### src/rtl/psum_drain_deskew.sv
// South-edge psum collector: deskews the per-column psum stream, buffers aligned rows in a FIFO
// and drains them over valid/ready. Define DRAIN_QUANT_EN to quantise lanes on the FIFO write path.
module psum_drain_deskew #(
    parameter int COLS      = 8,
    parameter int PSUM_W    = 32,
    parameter int DEPTH     = 4,
    parameter int ROWS      = 8,
    parameter int AF_MARGIN = 1,
    parameter int QSHIFT    = 8
) (
    input  logic                       clk,
    input  logic                       rst_n,
    input  logic [COLS-1:0]            col_valid_in,
    input  logic [COLS*PSUM_W-1:0]     col_psum_in,
    input  logic                       flush,
    input  logic                       clear_err,
    output logic                       out_valid,
    input  logic                       out_ready,
    output logic [COLS*PSUM_W-1:0]     out_data,
    output logic [$clog2(ROWS)-1:0]    out_row_idx,
    output logic                       out_last,
    output logic                       almost_full,
    output logic                       overflow,
    output logic                       skew_err
);
    localparam int PTR_W = $clog2(DEPTH);
    localparam int CNT_W = PTR_W + 1;
    localparam int IDX_W = $clog2(ROWS);
    localparam int ROW_W = COLS * PSUM_W;

`ifdef DRAIN_QUANT_EN
    // Saturating requantisation of one lane to an unsigned byte, zero-extended.
    function automatic logic [PSUM_W-1:0] quant_lane(input logic [PSUM_W-1:0] x);
        logic [PSUM_W-1:0] sh;
        sh = x >> QSHIFT;
        if (sh > {{(PSUM_W-8){1'b0}}, 8'hFF}) begin
            quant_lane = {{(PSUM_W-8){1'b0}}, 8'hFF};
        end else begin
            quant_lane = sh;
        end
    endfunction
`endif

    logic [COLS-1:0]             tail_v_s;
    logic [COLS-1:0][PSUM_W-1:0] tail_d_s;

    // Lane c is delayed COLS-1-c cycles so all lanes of a row meet at the tail together.
    for (genvar c = 0; c < COLS; c++) begin : g_lane
        localparam int D = COLS - 1 - c;
        if (D == 0) begin : g_pass
            assign tail_v_s[c] = col_valid_in[c];
            assign tail_d_s[c] = col_psum_in[c*PSUM_W +: PSUM_W];
        end else begin : g_dly
            logic [D-1:0]             v_r;
            logic [D-1:0][PSUM_W-1:0] d_r;

            // Free-running delay line, cleared by reset or flush.
            always_ff @(posedge clk or negedge rst_n) begin
                if (!rst_n) begin
                    v_r <= '0;
                    d_r <= '0;
                end else if (flush) begin
                    v_r <= '0;
                    d_r <= '0;
                end else begin
                    v_r[0] <= col_valid_in[c];
                    d_r[0] <= col_psum_in[c*PSUM_W +: PSUM_W];
                    for (int k = 1; k < D; k++) begin
                        v_r[k] <= v_r[k-1];
                        d_r[k] <= d_r[k-1];
                    end
                end
            end

            assign tail_v_s[c] = v_r[D-1];
            assign tail_d_s[c] = d_r[D-1];
        end
    end

    logic [ROW_W-1:0] wr_row_s;

    // Pack the aligned slot into a FIFO row, optionally quantised.
    always_comb begin
        wr_row_s = '0;
        for (int c = 0; c < COLS; c++) begin
`ifdef DRAIN_QUANT_EN
            wr_row_s[c*PSUM_W +: PSUM_W] = quant_lane(tail_d_s[c]);
`else
            wr_row_s[c*PSUM_W +: PSUM_W] = tail_d_s[c];
`endif
        end
    end

    logic [DEPTH-1:0][ROW_W-1:0] mem_r;
    logic [PTR_W-1:0]            wr_ptr_r;
    logic [PTR_W-1:0]            rd_ptr_r;
    logic [CNT_W-1:0]            count_r;
    logic [IDX_W-1:0]            idx_r;
    logic                        overflow_r;
    logic                        skew_err_r;

    logic push_req_s;
    logic skew_evt_s;
    logic full_s;
    logic pop_s;
    logic push_s;
    logic ovf_evt_s;

    // Slot classification and FIFO control; flush suppresses every event.
    always_comb begin
        push_req_s = !flush && (&tail_v_s);
        skew_evt_s = !flush && (|tail_v_s) && !(&tail_v_s);
        full_s     = (count_r == CNT_W'(DEPTH));
        pop_s      = !flush && (count_r != {CNT_W{1'b0}}) && out_ready;
        push_s     = push_req_s && (!full_s || pop_s);
        ovf_evt_s  = push_req_s && full_s && !pop_s;
    end

    // FIFO storage, pointers and occupancy.
    always_ff @(posedge clk or negedge rst_n) begin
        if (!rst_n) begin
            mem_r    <= '0;
            wr_ptr_r <= '0;
            rd_ptr_r <= '0;
            count_r  <= '0;
        end else if (flush) begin
            wr_ptr_r <= '0;
            rd_ptr_r <= '0;
            count_r  <= '0;
        end else begin
            if (push_s) begin
                mem_r[wr_ptr_r] <= wr_row_s;
                wr_ptr_r        <= wr_ptr_r + PTR_W'(1);
            end
            if (pop_s) begin
                rd_ptr_r <= rd_ptr_r + PTR_W'(1);
            end
            case ({push_s, pop_s})
                2'b10:   count_r <= count_r + CNT_W'(1);
                2'b01:   count_r <= count_r - CNT_W'(1);
                default: count_r <= count_r;
            endcase
        end
    end

    // Row index within the output tile, advanced per pop.
    always_ff @(posedge clk or negedge rst_n) begin
        if (!rst_n) begin
            idx_r <= '0;
        end else if (flush) begin
            idx_r <= '0;
        end else if (pop_s) begin
            if (idx_r == IDX_W'(ROWS - 1)) begin
                idx_r <= '0;
            end else begin
                idx_r <= idx_r + IDX_W'(1);
            end
        end
    end

    // Sticky flags: a new event outranks a simultaneous clear; flush leaves them alone.
    always_ff @(posedge clk or negedge rst_n) begin
        if (!rst_n) begin
            overflow_r <= 1'b0;
            skew_err_r <= 1'b0;
        end else if (clear_err) begin
            overflow_r <= ovf_evt_s;
            skew_err_r <= skew_evt_s;
        end else begin
            overflow_r <= overflow_r | ovf_evt_s;
            skew_err_r <= skew_err_r | skew_evt_s;
        end
    end

    assign out_valid   = (count_r != {CNT_W{1'b0}});
    assign out_data    = mem_r[rd_ptr_r];
    assign out_row_idx = idx_r;
    assign out_last    = out_valid && (idx_r == IDX_W'(ROWS - 1));
    assign almost_full = (count_r >= CNT_W'(DEPTH - AF_MARGIN));
    assign overflow    = overflow_r;
    assign skew_err    = skew_err_r;

endmodule

### config.mk
export PLATFORM = sky130hd
export DESIGN_NAME = psum_drain_deskew
export DESIGN_NICKNAME = d
export VERILOG_FILES = /design/src/rtl/psum_drain_deskew.sv
export SDC_FILE = /design/constraint.sdc
export NUM_CORES = 2
export LEC_CHECK = 0
export BUFFER_PORTS_ARGS = -buffer_cell sky130_fd_sc_hd__buf_2
export CORE_MARGIN = 5
export CORE_UTILIZATION = 60
export DETAILED_ROUTE_END_ITERATION = 10
export PLACE_DENSITY = 0.77
export SLEW_MARGIN = 20
export SYNTH_ARGS = -nofsm -noshare
export SYNTH_HDL_FRONTEND = slang
export SYNTH_SLANG_ARGS = --single-unit
export TNS_END_PERCENT = 100
### constraint.sdc
create_clock -name clk -period 3 [get_ports clk]
set_clock_uncertainty 0.05 [all_clocks]
set_input_delay 0.3 -clock clk [delete_from_list [all_inputs] [get_ports clk]]
set_output_delay 0.3 -clock clk [all_outputs]
set_load 0.02 [all_outputs]
==> impl_metrics.py <==
metrics = {
    "outcome": {
        "outcome": "finished clean",
    },
    "synth": {
        "netlist.area_leader.share_pct": 66.44,
        "synth.area.top_cells": "dfrtp_1 66%, mux2_2 10%, nor2b_1 7.8%, mux4_2 7.8%, mux2_1 5.3%",
        "yosys_most_used_dff": "dfrtp_1",
        "syn_area_sq_um": 73820,
        "yosysSeqAreaShare_pct": 66.44,
        "synth_cell_types": 37,
        "async_flop_share_pct": 100.0,
        "ys_seq_elements": 1960,
        "netlist_instances": 4510,
        "synth_edf_count": 0,
        "yosysTopAreaCell": "dfrtp_1",
        "syn-num-nets": 4786,
        "avgSynthCellArea_sq_um": 16.37,
        "ys_warn_count": 0,
    },
    "floorplanning": {
        "fp.dieH_microns": 360.8,
        "dieArea_sq_um": 130100,
        "initial_core_util_pct": 60.49,
        "num_rows": 128,
        "core_sq_um": 122000,
        "top_level_ports": 533,
        "die_x_microns": 360.8,
    },
    "pwr": {
        "p_total_w": 0.05239,
        "powerDensity_nw_per_um2": 591.9,
        "max-vdd-ir-drop_mv": 0.5579,
        "p_leak_nw": 44.73,
    },
    "timing": {
        "rsz0062_at_grt": "yes",
        "setup_viol": 0,
        "finalMaxSlewViolations": 0,
        "fmax_ghz": 0.3350,
        "maxSlewHeadroom_pct": 27.61,
        "holdWs_ns": 0.1991,
        "tns_ns": 0,
        "period_needed_ns": 2.985,
        "tightest_slew_ns": 1.086,
        "fin_crit_sh_pct": 99.49,
        "final-hold-violation-count": 0,
    },
    "critical_path": {
        "reg2reg_depth": 7,
        "critPathBufInv": 4,
        "cp.required_ns": 2.65,
        "r2r_slack_ns": 0.37,
        "cp-end-kind": "output pin",
        "r2r_start": "count_r[1]",
        "crit_path_max_incr_delay_ns": 0.54,
        "path_cells": "buf_12, buf_12, buf_16, mux4_2, buf_2",
        "critPathMaxFanout": 15,
        "worstSetupPathType": "flop to output pin",
        "worst_path_most_repeated_cell": "buf_12",
        "worstReg2RegEnd": "count_r[2]",
        "cp.arrival_ns": 2.63,
        "worst_setup_path_start_kind": "flop",
        "crit_path_top_delay_cell": "dfrtp_4",
        "cp_top_family": "buffers and inverters",
    },
    "layout": {
        "syn_to_final_growth_pct": 19.90,
        "fillers": 7321,
        "layout_commonest_cell": "dfrtp_1",
        "layout_common_cells": "1958 x dfrtp_1, 925 x nor2b_1, 674 x mux2_2",
        "fin_util_pct": 72.53,
        "drive_gt1_share_pct": 34.38,
        "regArea_sq_um": 49050,
        "fin_nets": 5623,
        "postLayoutCellArea_sq_um": 88510,
        "multi_input_area_sq_um": 23550,
    },
    "worst_hold_path": {
        "worstHoldEndpoint": "g_lane[6].g_dly.d_r[31]",
        "hp-class": "input pin to flop",
        "hp-start": "col_psum_in[223]",
        "holdPathStages": 3,
    },
    "flow_run": {
        "cap_violations": 0,
    },
    "place": {
        "gp_congestion": 0.7445,
        "dp_hpwl_microns": 90080,
        "dpl_cell_area_sq_um": 78710,
        "numPortBuffers": 532,
    },
    "grt": {
        "grt_pass1_wl_microns": 252000,
        "grt_usage_pct": 24.79,
        "grt_max_degree": 234,
        "grt_pass1_vias": 43573,
        "globalRouteOverflowTotal": 0,
        "antenna_found_initial": 16,
    },
    "clocking": {
        "cts_tree": "done",
        "htree_levels": 4,
        "cts_made_buffers": 190,
        "cts_buffer_depth": 3,
        "cts_sinks": 1960,
        "root_buffer": "clkbuf_16",
        "clkLatencyLatePin_ns": 0.81,
        "path_clk_slew_ns": 0.06,
    },
    "route": {
        "via_per_inst": 5.450,
        "first_iter_violations": 2175,
        "routedWlPerCell_microns": 21.94,
        "finalWirelength_microns": 156500,
        "postRouteAntennaNets": 0,
        "drtPass1Iterations": 4,
        "vias": 38877,
        "drc_errors": 0,
    },
}
## worst max path at each step
stage                      startpoint             to  depth (start not counted)
after global routing      rd_ptr_r[0]  out_data[161]                          3
after detailed placement    out_ready     mem_r[912]                          7
after CTS                 rd_ptr_r[0]   out_data[80]                          4
final                     rd_ptr_r[0]   out_data[89]                          5
after floorplan            count_r[1]     count_r[2]                          8
after global placement      out_ready     mem_r[308]                          6
## Yosys cell counts (all sizes together) (2+ instances only)
library cell,instances
dfrtp,1960
mux2,1024
nor2b,925
mux4,256
buf,149
clkbuf,127
nand2,9
inv,7
nor2,7
ha,6
nand3,4
o21ai,4
nor3,3
nor4,3
xor2,3
a21oi,2
mux2i,2
nand4,2
o22ai,2
o2bb2ai,2
or3,2
## per-layer routing
layer | vias to the layer above | share of wire [%] | GRT usage (%)
met4 | 12 | 3.8 | 9.838
met2 | 895 | 48 | 38.82
li1 | 17158 | - | -
met1 | 20514 | 42 | 33.86
met3 | 298 | 5.9 | 6.524
met5 | - | 0.044 | 0
## logic make-up (layout without fill, tap and decap cells)
group	count (synthesis)	in the layout	share of synthesized area (%)
AND/OR/NAND/NOR	959	959	8.093
buffers and inverters	283	1274	1.698
other	0	8	0
adder cells (fa/ha/maj)	7	7	0.1288
AO/OA/AOI/OAI	15	15	0.1322
multiplexers	1282	1282	23.46
flip-flops	1960	1960	66.44
XOR/XNOR	4	4	0.04747
## report_power, final
part	internal (W)	total (W)	leakage (nW)	switching, W
sequential	0.0268	0.0269	27.0	0.000142
combinational	0.000666	0.00166	14.6	0.000995
clock	0.0138	0.0238	3.12	0.00999
## flip-flops by register name, indices dropped and copies added (netlist names)
register,flops
g_lane.g_dly.v_r,28
g_lane.g_dly.d_r,896
overflow,1
wr_ptr_r,2
mem_r,1024
rd_ptr_r,2
count_r,3
out_row_idx,3
skew_err,1
## per-stage QoR
step | cells | worst slack, ns
after floorplan | 4510 | 0.4635
after global placement | 6489 | 0.4197
after detailed placement | 6489 | 0.3423
after CTS | 7124 | -0.1143
after global routing | 7130 | -0.1186
final | 7134 | 0.01532
## area by class of cell
class	instances	area share, %
repair buffers	921	8.419
inverters	7	0.02969
flip-flops and latches	1960	55.42
well taps	1625	2.297
clock inverters	61	0.8411
multi-input cells	2267	26.61
diodes	8	0.02262
clock buffers	285	6.363
## what timing repair did
action	in CTS	in global routing
cloned	6	0
pin swaps	0	0
endpoints found under the hold margin	1475	0
setup buffers	9	2
endpoints found under the setup margin	253	186
hold buffers	274	0
gates resized for setup	66	36
## worst min-delay path: cells and delay by family
kind / cells / cell delay (ns)
and+or+nand+nor: 1 / 0.11
buffers and inverters: 2 / 0.61
Note: power is estimated with default switching activity, not from simulation.
